===== src/rtl/integration_scheduler_pkg.sv =====
// Shared types and constants for the integration scheduler: frame FSM states,
// the frame header byte and the shortest legal integration period.
package integration_scheduler_pkg;

  typedef enum logic [2:0] {
    IDLE,
    HEADER,
    FETCH,
    WAIT,
    SEND,
    CHECKSUM
  } state_t;

  localparam logic [7:0]  FRAME_HEADER = 8'hA5;
  localparam logic [31:0] MIN_PERIOD   = 32'd2;

endpackage


===== src/rtl/integration_scheduler_period_counter.sv =====
// Integration period timer: counts down the clamped period and emits a
// one-cycle pulse on expiry; frozen while enable is low.
module period_counter
  import integration_scheduler_pkg::*;
(
  input  logic        clk,
  input  logic        rst,
  input  logic        enable,
  input  logic [31:0] integration_cycles,
  output logic        pulse
);

  logic [31:0] count;
  logic [31:0] period;
  logic        enable_d;

  always_comb begin
    period = (integration_cycles < MIN_PERIOD) ? MIN_PERIOD : integration_cycles;
  end

  // Reload on expiry gives exactly `period` cycles between pulses.
  always_ff @(posedge clk) begin
    if (rst) begin
      count    <= period;
      pulse    <= 1'b0;
      enable_d <= 1'b0;
    end else begin
      enable_d <= enable;
      pulse    <= 1'b0;
      if (enable && !enable_d) begin
        count <= period;
      end else if (enable) begin
        if (count <= 32'd1) begin
          pulse <= 1'b1;
          count <= period;
        end else begin
          count <= count - 32'd1;
        end
      end
    end
  end

endmodule


===== src/rtl/integration_scheduler.sv =====
// Snapshots the correlators at each integration period and streams a framed
// dump (header, MSB-first accumulator bytes, XOR checksum) to a byte sink.
module integration_scheduler
  import integration_scheduler_pkg::*;
#(
  parameter int NUM_INPUTS      = 12,
  parameter int NUM_CORRELATORS = NUM_INPUTS * (NUM_INPUTS - 1) / 2,
  parameter int RESOLUTION      = 16,
  parameter int SEL_W           = 7
) (
  input  logic                  clk,
  input  logic                  rst,
  input  logic                  enable,
  input  logic [31:0]           integration_cycles,
  output logic                  integration_clk_pulse,
  output logic [SEL_W-1:0]      sel,
  input  logic [RESOLUTION-1:0] acc_data,
  output logic [7:0]            byte_data,
  output logic                  byte_valid,
  input  logic                  byte_ready,
  output logic                  busy,
  output logic                  overrun
);

  localparam int NUM_BYTES = RESOLUTION / 8;
  localparam int IDX_W     = (NUM_BYTES > 1) ? $clog2(NUM_BYTES) : 1;

  state_t                state;
  logic [RESOLUTION-1:0] shift;
  logic [IDX_W-1:0]      idx;
  logic [7:0]            checksum;
  logic                  accepted;

  always_comb begin
    accepted = byte_valid && byte_ready;
  end

  period_counter u_period_counter (
    .clk                (clk),
    .rst                (rst),
    .enable             (enable),
    .integration_cycles (integration_cycles),
    .pulse              (integration_clk_pulse)
  );

  always_ff @(posedge clk) begin
    if (rst) begin
      state      <= IDLE;
      sel        <= '0;
      shift      <= '0;
      idx        <= '0;
      checksum   <= '0;
      byte_data  <= '0;
      byte_valid <= 1'b0;
      busy       <= 1'b0;
      overrun    <= 1'b0;
    end else begin
      // busy is still high on the cycle CHECKSUM completes, so a pulse there is dropped.
      if (integration_clk_pulse && busy) begin
        overrun <= 1'b1;
      end
      unique case (state)
        IDLE: begin
          if (integration_clk_pulse) begin
            state      <= HEADER;
            sel        <= '0;
            checksum   <= '0;
            busy       <= 1'b1;
            byte_data  <= FRAME_HEADER;
            byte_valid <= 1'b1;
          end
        end
        HEADER: begin
          if (accepted) begin
            byte_valid <= 1'b0;
            state      <= FETCH;
          end
        end
        FETCH: begin
          state <= WAIT;
        end
        WAIT: begin
          byte_data  <= acc_data[RESOLUTION-1 -: 8];
          shift      <= acc_data << 8;
          idx        <= IDX_W'(NUM_BYTES - 1);
          byte_valid <= 1'b1;
          state      <= SEND;
        end
        SEND: begin
          if (accepted) begin
            checksum <= checksum ^ byte_data;
            if (idx == '0) begin
              if (sel == SEL_W'(NUM_CORRELATORS - 1)) begin
                byte_data <= checksum ^ byte_data;
                state     <= CHECKSUM;
              end else begin
                byte_valid <= 1'b0;
                sel        <= sel + SEL_W'(1);
                state      <= FETCH;
              end
            end else begin
              byte_data <= shift[RESOLUTION-1 -: 8];
              shift     <= shift << 8;
              idx       <= idx - IDX_W'(1);
            end
          end
        end
        CHECKSUM: begin
          if (accepted) begin
            byte_valid <= 1'b0;
            busy       <= 1'b0;
            state      <= IDLE;
          end
        end
        default: state <= IDLE;
      endcase
    end
  end

endmodule


===== config.mk =====
export PLATFORM = sky130hd
export DESIGN_NAME = integration_scheduler
export DESIGN_NICKNAME = d
export VERILOG_FILES = /design/src/rtl/integration_scheduler_pkg.sv /design/src/rtl/integration_scheduler_period_counter.sv /design/src/rtl/integration_scheduler.sv
export SDC_FILE = /design/constraint.sdc
export NUM_CORES = 1
export LEC_CHECK = 0
export ABC_AREA = 1
export BUFFER_PORTS_ARGS = -buffer_cell sky130_fd_sc_hd__buf_2
export CAP_MARGIN = 40
export CORE_AREA = 4 4 115 117
export DETAILED_ROUTE_END_ITERATION = 12
export DIE_AREA = 0 0 119 121
export RECOVER_POWER = 50
export SLEW_MARGIN = 25
export SYNTH_ARGS = -nofsm -noshare
export SYNTH_HDL_FRONTEND = slang
export SYNTH_HIERARCHICAL = 1
export SYNTH_SLANG_ARGS = --single-unit

===== constraint.sdc =====
create_clock -name clk -period 3.27 [get_ports clk]
set_input_delay 0.981 -clock clk [delete_from_list [all_inputs] [get_ports clk]]
set_output_delay 0.981 -clock clk [all_outputs]
set_load 0.02 [all_outputs]

-- After elaboration in Yosys (flattened, before gate mapping)
Index checks and enable logic that the tools add are counted.
- register bits after elaboration: 80
- output and inout bits: 19
- word-level logic and storage cells: 94
- add/subtract/negate cells: 3
- magnitude comparators: 2
- eq/ne operators: 15
- muxes and demuxes: 39
- bitwise logic cells: 2
- reductions and logical operators: 21
- operators with widths (kind ; count):
    two-way mux 32 bit ; 5
    two-way mux 8 bit ; 6
    less-or-equal comparator 32 x 1 -> 1 bit, second input constant ; 1
    less-than comparator 32 x 2 -> 1 bit, second input constant ; 1
    two-way mux 16 bit ; 2
    case mux 16 bit (2 select lines) ; 1
    subtractor 32 x 1 -> 32 bit, second input constant ; 1
    two-way mux 7 bit ; 4
    case mux 8 bit (3 select lines) ; 1
    two-way mux 3 bit ; 6
    case mux 3 bit (6 select lines) ; 1
    case mux 8 bit (2 select lines) ; 1
    case mux 7 bit (2 select lines) ; 1
    != test 2 bit, second input constant ; 6
    AND reduction 5 bit ; 2
    AND reduction 3 bit ; 3
    two-way mux 1 bit ; 8
    bitwise XOR 8 bit ; 1
    adder 7 x 1 -> 7 bit, second input constant ; 1
    equality test 7 bit, second input constant ; 1
    equality test 3 x 2 -> 1 bit, second input constant ; 2
    equality test 3 bit, second input constant ; 2
    AND reduction 6 bit ; 1
    nonzero test 2 bit ; 3
    16 further kinds ; 21

-- Depth between registers and ports, before layout
Gate-level depths: netlist of the first run.
- word-level depth: 6
- gate-level depth with buffers: 11
- depth with buffers taken out: 11

-- Cells and area by module
The synthesis of the first run kept the hierarchy.
- modules (own cells, without submodules) (module ; times used ; cells each ; area an instance (sq um) ; seq. area each (sq um)):
    period_counter ; 1 ; 383 ; 2705.1 ; 1001.0
    integration_scheduler ; 1 ; 334 ; 2199.6 ; 760.7

-- Worst setup path before layout of the first run
OpenSTA, ideal clock, no wires.
- kind: input port to flip-flop
- start point: input port enable
- end point: register u_period_counter.count[11] (data pin)
- arrival time: 1746 ps
- data required time: 3013 ps
- setup slack: 1267 ps
- cell stages on the path: 6
- buffers on the path: 1
- path through: a21oi_2 -> inv_1 -> o21bai_4 -> buf_6 -> nand2_1 -> o21ai_2
- longest elaborated chain between the ends: 3
- RTL lines (item ; line ; text):
    start: declaration ; integration_scheduler.sv:13 ; input logic enable,
    logical AND 1 bit ; integration_scheduler_period_counter.sv:30 ; if (enable && !enable_d) begin
    two-way mux 32 bit ; integration_scheduler_period_counter.sv:30 ;
    two-way mux 32 bit ; integration_scheduler_period_counter.sv:23 ; if (rst) begin
    end signal: assignment ; integration_scheduler_period_counter.sv:24 ; count <= period;
    end signal: assignment ; integration_scheduler_period_counter.sv:31 ; count <= period;
    end signal: assignment ; integration_scheduler_period_counter.sv:35 ; count <= period;
    end: declaration ; integration_scheduler_period_counter.sv:13 ; logic [31:0] count;
No other way between the ends.
A chain may end at the register's enable or synchronous reset.

-- Worst setup path in the final report of the first run
- start point: register state[0]
- end point: register sel[1]
- longest elaborated chain between the ends: 3
- elaborated cells between the ends (all ways): 9
- RTL lines (item ; line ; text):
    start: declaration ; integration_scheduler.sv:28 ; state_t state;
    start signal: assignment ; integration_scheduler.sv:48 ; state <= IDLE;
    start signal: assignment ; integration_scheduler.sv:65 ; state <= HEADER;
    start signal: assignment ; integration_scheduler.sv:76 ; state <= FETCH;
    equality test 3 bit / logical NOT 3 bit (equally long branches) ; integration_scheduler.sv:62 ; unique case (state)
    != test 2 bit (no line), or another cell as far along ; -- ;
    AND reduction 5 bit (no line) ; -- ;
    end signal: assignment ; integration_scheduler.sv:98 ; sel <= sel + SEL_W'(1);
    end: declaration ; integration_scheduler.sv:16 ; output logic [SEL_W-1:0] sel,
Parallel ways exist; a longest one is shown, timed or not.

==> results of run 1 <==
report_power, final:
group | internal (W) | total, W | switching, W
Combinational | 0.000254 | 0.000762 | 0.000507
Sequential | 0.00106 | 0.00117 | 0.000116
Clock | 0.000608 | 0.00101 | 0.000402
critical path, stage by stage, from the launching register on:
cell and delay [ns]:
dfxtp_1 0.59, nor2_8 0.10, nand2_1 0.55, inv_2 0.35
nand3_1 0.30, nand3_1 0.26, o21ai_0 0.22, nor2_1 0.06
logic make-up (layout without fill, tap and decap cells):
| kind of cell | count (synthesis) | in the layout | synth area share |
|---|---|---|---|
| compound gates | 74 | 74 | 0.0890 |
| xor+xnor | 19 | 19 | 0.0339 |
| fa+ha+maj | 4 | 4 | 0.0102 |
| buf+inv | 98 | 169 | 0.0911 |
| flops | 72 | 72 | 0.359 |
| simple gates | 450 | 450 | 0.417 |
cell type report:
type	count	area, um^2
Multi-Input combinational cell	547	2690
Clock inverter	3	22.5
Sequential cell	72	1760
Tap cell	172	215
Clock buffer	13	283
Timing Repair Buffer	74	378
Fill cell	1291	6720
Inverter	79	297
sequential cells by signal (all words and copies together) (netlist names):
signal                     flops
byte_valid                     1
byte_data                      8
shift                          8
u_period_counter/enable_d      1
idx                            1
checksum                       8
u_period_counter/count        32
u_period_counter/pulse         1
overrun                        1
state                          3
sel                            7
busy                           1
layer usage:
layer | wire length [um] | global-route usage | up-vias
met1 | 6050 | 0.250 | 2184
met4 | 164 | 0.0572 | 0
met5 | 0 | 0 | -
li1 | - | - | 2413
met3 | 621 | 0.0443 | 13
met2 | 5760 | 0.291 | 87
cell usage after synthesis, types with 5 or more instances:
| master | number | area, um^2 |
|---|---|---|
| nor2_1 | 106 | 398 |
| xnor2_1 | 12 | 105 |
| inv_1 | 75 | 282 |
| edfxtp_1 | 32 | 961 |
| xor2_1 | 7 | 61.3 |
| nand4_1 | 8 | 50.1 |
| dfxtp_1 | 40 | 801 |
| or2_2 | 9 | 56.3 |
| nand3_1 | 44 | 220 |
| nand2_1 | 219 | 822 |
| o21ai_0 | 24 | 120 |
| buf_6 | 6 | 67.6 |
| a21oi_1 | 25 | 125 |
| buf_4 | 5 | 37.5 |
| nand2_2 | 25 | 156 |
| o21ai_1 | 7 | 35.0 |
| a31oi_1 | 8 | 50.1 |
| nor2_2 | 7 | 43.8 |
| nor2_4 | 6 | 67.6 |
| nor3_1 | 10 | 50.1 |
metrics by stage:
step / power [W] / cells / hold WS [ns] / setup WS [ns] / util
2_1_floorplan: 0.00180 / 717 / 0.422 / 1.27 / -
3_3_place_gp: 0.00194 / 943 / 0.433 / 0.790 / 0.432
3_5_place_dp: 0.00196 / 944 / 0.454 / 0.739 / 0.434
4_1_cts: 0.00299 / 960 / 0.465 / 0.987 / 0.459
5_1_grt: 0.00315 / 960 / 0.516 / 0.465 / 0.457
6_report: 0.00295 / 960 / 0.466 / 0.728 / 0.457
cell usage in the layout (no fill, tap or decap), types with 3 or more instances in the layout:
| master | netlist | final |
|---|---|---|
| dfxtp_1 | 40 | 40 |
| nand2_1 | 219 | 221 |
| a21oi_1 | 25 | 25 |
| o211a_1 | 3 | 3 |
| inv_2 | 3 | 3 |
| nand3b_1 | 4 | 4 |
| o21ai_0 | 24 | 24 |
| o21ai_1 | 7 | 7 |
| nor2_8 | 3 | 3 |
| clkbuf_1 | 3 | 18 |
| nor2_4 | 6 | 6 |
| nand4_1 | 8 | 8 |
| ha_1 | 4 | 4 |
| inv_1 | 75 | 75 |
| and2_1 | 3 | 3 |
| buf_2 | 3 | 55 |
| a31oi_1 | 8 | 8 |
| edfxtp_1 | 32 | 32 |
| nor2_2 | 7 | 7 |
| nor3_1 | 10 | 10 |
| xnor2_1 | 12 | 12 |
| nor2_1 | 106 | 106 |
| or2_2 | 9 | 9 |
| nand3_1 | 44 | 44 |
| nand2_2 | 25 | 23 |
| clkbuf_16 | 0 | 11 |
| xor2_1 | 7 | 7 |
path summary, 6_finish.rpt:
check | endpoint | cells after the start
worst max-delay path | sel[1]$_SDFFE_PP0P_ | 7
worst min-delay path | u_period_counter/pulse$_SDFF_PP0_ | 2
worst max register to register | sel[1]$_SDFFE_PP0P_ | 7
worst min register to register | u_period_counter/pulse$_SDFF_PP0_ | 2
==> metrics.md, run 1 <==
| Metric | Value |
|---|---|
| Status | `complete, no violations` |
| F_max | `between 300 and 400 MHz` |
| CTS Buf Count | `9` |
| Area growth from synthesis to layout | `15.2%` |
| H-tree Lvls | `3` |
| Avg Cell Area, Syn | `~6.8 um^2` |
| Ant diodes | `0` |
| Core Region | `approximately 12,000 um^2` |
| First-pass GRT wire length | `21.6 mm` |
| Post-synthesis sequential area ratio | `0.359` |
| Worst-path clk slew | `~0.060 ns` |
| Clock buffer depth | `2` |
| Avg WL per Cell | `13.1 um` |
| CP Class | `reg -> reg` |
| CTS tree | `yes` |
| Remaining DRCs | `0` |
| Setup-failing EPs final | `0` |
| Root Buffer | `clkbuf_16` |
| Chip width | `around 120 um` |
| Hold Crit Class | `reg -> reg` |
| Synth Instances | `717` |
| Hold Violations, Final | `0` |
| Slew headroom | `0.362` |
| Peak VDD IR | `roughly 0.00029 V` |
| Worst EP required | `3.51 ns` |
| Worst EP arrival | `~2.8 ns` |
| Setup_tns | `0 ns` |
| Routed WL | `12.6 mm` |
| Via count | `around 4,700` |
| Hold_sp | `u_period_counter/enable_d$_SDFF_PP0_` |
| Initial antenna violation count | `0` |
| Net Count, Synth | `773` |
| CP Launch Point | `state[0]$_SDFFE_PP0P_` |
| CP Capture Type | `flop` |
| RePlAce Congestion | `around 0.91` |
| Vias in the first global route | `approximately 4,600` |
| Startpoint class of the critical path | `flop` |
| Leak | `between 2 and 3 nW` |
| Antenna-violating nets left | `0` |
| Most frequently used flop master after synthesis | `dfxtp_1` |
| Rows | `between 40 and 50` |
| Dpl hpwl | `approximately 9.4 mm` |
| Worst r2r src | `state[0]$_SDFFE_PP0P_` |
| Initial core utilization | `0.397` |
| CTS Sinks | `between 70 and 80` |
| Ys async rst share | `0` |
| CTS Hold Buffers Added | `0` |
| Chip Height | `121 um` |
| EDFF count, synth | `32` |
| Largest net degree at the start of global routing | `33` |
| Distinct cells, synth | `41` |
| Maxcap violations | `0` |
| Post-CTS Setup Inserts | `0` |
| Port Buf Inserts | `70` |
| Detailed Routing Iterations Pass 1 | `5` |
| Clk_lat worst skew | `between 0.3 and 0.4 ns` |
| Fin nets | `about 840` |
| Clock Skews | `0.00830 ns` |
| IO Pins | `71` |
| Post-cts resize count | `0` |
| Final Cycle Share | `0.777` |
| Max Fanout on Critical Path | `21` |
| Die area | `about 14,000 um^2` |
| Final instance area | `~5600 um^2` |
| Fraction of layout cells with a size suffix above 1 | `0.170` |
| Post-Place Cell Area | `~5400 um^2` |
| RSZ-0062 raised after global routing | `false` |
| Register bit total from synthesis | `72` |
| DR vias/cell | `just under 5` |
| Fin crit period | `approximately 2.5 ns` |
| Power per Cell Area | `522 nW/um^2` |
| Total gr overflow | `0` |
| First DRT Iteration DRCs | `roughly 270` |
| Max-slew violations | `0` |
| Gr usage total | `0.185` |
| Worst Tran Pin Value | `between 0.9 and 1 ns` |
| Post-Syn Area | `about 5000 um^2` |
| R2r setup slk | `0.73 ns` |
| Yosys warns | `6` |
No activity file was read; power rests on OpenSTA's default activity.
==> inputs of run 2 (changes only) <==
- ABC_AREA: 1 -> 0
- CORE_AREA: 4 4 115 117 -> 4 4 106 108
- DIE_AREA: 0 0 119 121 -> 0 0 110 112
- clock period: 3.27 -> 2.4 ns (I/O delays scaled with it)
==> run 2 against run 1 <==
Critical path depth is 1 lower. Total power decreased by 10%. Worst setup slack worse by 0.70 ns. Clock power fell by 10%. Highest routed layer unchanged.
==> metrics.md, run 2 <==
| Metric | Value |
|---|---|
| Status | `complete, no violations (unchanged)` |
| EDFF count, synth | `32 (unchanged)` |
| Power per Cell Area | `537 nW/um^2 (was 522 nW/um^2)` |
| Placed Cells | `673 (was 944)` |
| CP Launch Point | `u_period_counter/count[5]$_DFFE_PP_ (was state[0]$_SDFFE_PP0P_)` |
| Ant diodes | `0 (unchanged)` |
| Vias in the first global route | `3,668 (was 4,611)` |
| Slew headroom | `0.0602 (was 0.362)` |
| Cell taking the most area after synthesis | `edfxtp_1 (unchanged)` |
| Buf/Inv on CP | `1 (unchanged)` |
| Clk_lat worst skew | `0.36 ns (was 0.35 ns)` |
| Fin cells | `690 (was 960)` |
| RePlAce Congestion | `0.847 (was 0.905)` |
| Setup-failing EPs final | `0 (unchanged)` |
| Power share of the clock group | `0.344 (was 0.343)` |
| Leak | `1.72 nW (was 2.51 nW)` |
| CP most frequent cell | `or4_4 (was nand3_1)` |
| F_max | `421 MHz (was 393 MHz)` |
| CP delay by family, top | `simple AND/OR/NAND/NOR gates (unchanged)` |
| Remaining DRCs | `0 (unchanged)` |
| First DRT Iteration DRCs | `211 (was 267)` |
| Register bit total from synthesis | `72 (unchanged)` |
| First-pass GRT wire length | `17.6 mm (was 21.6 mm)` |
| Hold Violations, Final | `0 (unchanged)` |
| Peak VDD IR | `0.000360 V (was 0.000286 V)` |
| Most used cells in the layout excluding fill and tap cells | `a21oi_1, buf_2, nor2_1 (was nand2_1, nor2_1, inv_1)` |
| Root Buffer | `clkbuf_8 (was clkbuf_16)` |
| Synth top area share | `0.233 (was 0.196)` |
| Worst r2r src | `u_period_counter/count[5]$_DFFE_PP_ (was state[0]$_SDFFE_PP0P_)` |
| Port Buf Inserts | `70 (unchanged)` |
| Met2 wire length | `5.14 mm (was 5.76 mm)` |
| Startpoint class of the critical path | `flop (unchanged)` |
| Total gr overflow | `0 (unchanged)` |
| Worst EP required | `2.50 ns (was 3.51 ns)` |
| Rows | `37 (was 41)` |
| Via count | `3,778 (was 4,697)` |
| Max-slew violations | `0 (unchanged)` |
| Fin nets | `605 (was 839)` |
| Max Fanout on Critical Path | `29 (was 21)` |
| Uppermost layer routed | `met4 (unchanged)` |
| Post-synthesis sequential area ratio | `0.428 (was 0.359)` |
| H-tree Lvls | `3 (unchanged)` |
| Most common cell in the netlist | `a21oi_1 (was nand2_1)` |
| Net Sw Frac | `0.256 (was 0.348)` |
| Gr usage total | `0.180 (was 0.185)` |
| Hold_sp | `u_period_counter/enable_d$_SDFF_PP0_ (unchanged)` |
| Die area | `12,300 um^2 (was 14,400 um^2)` |
| Biggest register | `u_period_counter/count (unchanged)` |
| Antenna-violating nets left | `0 (unchanged)` |
| Synth Instances | `465 (was 717)` |
| Initial core utilization | `0.403 (was 0.397)` |
| Detailed Routing Iterations Pass 1 | `4 (was 5)` |
| Pint | `0.00197 W (was 0.00192 W)` |
| Filler cells | `1,021 (was 1,291)` |
| CP Class | `reg -> reg (unchanged)` |
| Top cells by area, synth | `edfxtp_1, dfxtp_1, a21oi_1, xnor2_1, nor2_1 (was edfxtp_1, nand2_1, dfxtp_1, nor2_1, inv_1)` |
| Clock buffer depth | `2 (unchanged)` |
| Largest register FFs | `32 (unchanged)` |
| Maxcap violations | `0 (unchanged)` |
| CTS tree | `yes (unchanged)` |
| Setup_tns | `0 ns (unchanged)` |
| Initial antenna violation count | `0 (unchanged)` |
| Area growth from synthesis to layout | `19.4% (was 15.2%)` |
| Worst EP arrival | `2.48 ns (was 2.78 ns)` |
| Worst Tran Pin Value | `1.41 ns (was 0.958 ns)` |
| Post-Syn Area | `4120 um^2 (was 4900 um^2)` |
| Worst path max stage delay | `0.55 ns (was 0.59 ns)` |
| Chip width | `110 um (was 119 um)` |
| Final Cycle Share | `0.990 (was 0.777)` |
| DR vias/cell | `5.48 (was 4.89)` |
| Yosys warns | `6 (unchanged)` |
| Synth cell count leaders | `a21oi_1, nor2_1, dfxtp_1 (was nand2_1, nor2_1, inv_1)` |
| Combinational power share | `0.120 (was 0.258)` |
| Flop pwr share | `0.536 (was 0.399)` |
| Fin util | `0.481 (was 0.457)` |
| RSZ-0062 raised after global routing | `true (was false)` |
| CP Capture Type | `flop (unchanged)` |
| Chip Height | `112 um (was 121 um)` |
| IO Pins | `71 (unchanged)` |
| Critical-path top delay cell | `or4_4 (was dfxtp_1)` |
| Fraction of layout cells with a size suffix above 1 | `0.211 (was 0.170)` |
| Routed WL | `10.6 mm (was 12.6 mm)` |
| Avg WL per Cell | `15.4 um (was 13.1 um)` |
| Commonest non-fill, non-tap cell in the layout | `a21oi_1 (was nand2_1)` |
| Fin crit period | `2.38 ns (was 2.54 ns)` |
| Core Region | `10,200 um^2 (was 12,400 um^2)` |
| Critical-path cell list | `or4_4 -> or4_4 -> o31a_4 -> buf_12 -> nor2_2 -> a21oi_1 (was nor2_8 -> nand2_1 -> inv_2 -> nand3_1 -> nand3_1 -> o21ai_0 -> nor2_1)` |
| Hold Crit Class | `reg -> reg (unchanged)` |
| Routed wire length on met3 | `507 um (was 621 um)` |
| Dpl hpwl | `7.66 mm (was 9.43 mm)` |
| Net Count, Synth | `521 (was 773)` |
| CTS Hold Buffers Added | `0 (unchanged)` |
| Worst-path clk slew | `0.07 ns (was 0.06 ns)` |
| CTS Sinks | `72 (unchanged)` |
| Largest net degree at the start of global routing | `36 (was 33)` |
| Most frequently used flop master after synthesis | `dfxtp_1 (unchanged)` |
| Distinct cells, synth | `53 (was 41)` |
| Avg Cell Area, Syn | `8.86 um^2 (was 6.84 um^2)` |
| Clock Skews | `0.00548 ns (was 0.00830 ns)` |
| CTS Buf Count | `9 (unchanged)` |
| Ys async rst share | `0 (unchanged)` |
| Met1 WL | `4.86 mm (was 6.05 mm)` |
| Switching Power | `0.000677 W (was 0.00103 W)` |
run 2: changes by cell type in the layout (fill, tap and decap cells not counted), sizes merged, moves of 13 or more:
cell,change
inv,-65
nor4,+20
o21ai,-13
a21oi,+38
nand2,-225
buf,+26
or3,+15
nand3,-34
xnor2,+15
nor2,-70
run 2: routing by layer:
metal,track usage,up-vias
met5,0,-
li1,-,1885
met2,0.293,72
met4,0.0590,0
met1,0.234,1806
met3,0.0406,15
run 2: worst reg2reg max path, stage by stage (launching register included):
cell	delay, ns
edfxtp_1	0.40
or4_4	0.55
or4_4	0.49
o31a_4	0.34
buf_12	0.18
nor2_2	0.12
a21oi_1	0.05
run 2: area by class of cell:
cell class              count  area, um^2  area share
flip-flops and latches     72        1760       0.358
clock inverters             3        15.0     0.00305
repair buffers            100         572       0.116
well taps                 136         170      0.0346
clock buffers              13         169      0.0343
multi-input cells         352        2180       0.443
inverters                  14        52.6      0.0107
run 2: logic make-up (layout without fill, tap and decap cells):
kind of cell	after synthesis	count (layout)	synth area share
AO/OA/AOI/OAI	129	129	0.193
AND/OR/NAND/NOR	181	181	0.235
XOR/XNOR	37	37	0.0787
adder cells (fa/ha/maj)	4	4	0.0121
buffers and inverters	41	130	0.0510
multiplexers	1	1	0.00243
flip-flops	72	72	0.428
run 2: worst paths after layout:
check | cells past startpoint | to | slack, ns
max | 6 | u_period_counter/count[14]$_DFFE_PP_ | 0.02
min reg2reg | 2 | u_period_counter/pulse$_SDFF_PP0_ | 0.45
min | 2 | u_period_counter/pulse$_SDFF_PP0_ | 0.45
max reg2reg | 6 | u_period_counter/count[14]$_DFFE_PP_ | 0.02
run 2: through the flow:
| step | total power (W) | instance area, um^2 | hold slack, ns | setup WS, ns |
|---|---|---|---|---|
| after global routing | 0.00277 | 4920 | 0.482 | -0.0410 |
| after global placement | 0.00174 | 4710 | 0.440 | 0.0235 |
| after floorplan | 0.00162 | 4120 | 0.415 | 0.0832 |
| after detailed placement | 0.00175 | 4710 | 0.431 | -0.0136 |
| final | 0.00264 | 4920 | 0.447 | 0.0248 |
| after CTS | 0.00267 | 4920 | 0.444 | 0.0103 |
run 2: repair_timing:
item	CTS	global route
endpoints found under the setup margin	18	29
resized for setup	5	8
gates cloned	0	0
pin swaps	0	0
setup buffers	0	1
run 2: power groups by stage:
stage / Clock, W / Sequential [W] / Combinational [W]
global route: 0.000983 / 0.00143 / 0.000358
floorplan: 0 / 0.00143 / 0.000191
global placement: 0 / 0.00144 / 0.000303
detailed placement: 0 / 0.00144 / 0.000307
finish: 0.000909 / 0.00142 / 0.000318
CTS: 0.000937 / 0.00142 / 0.000312
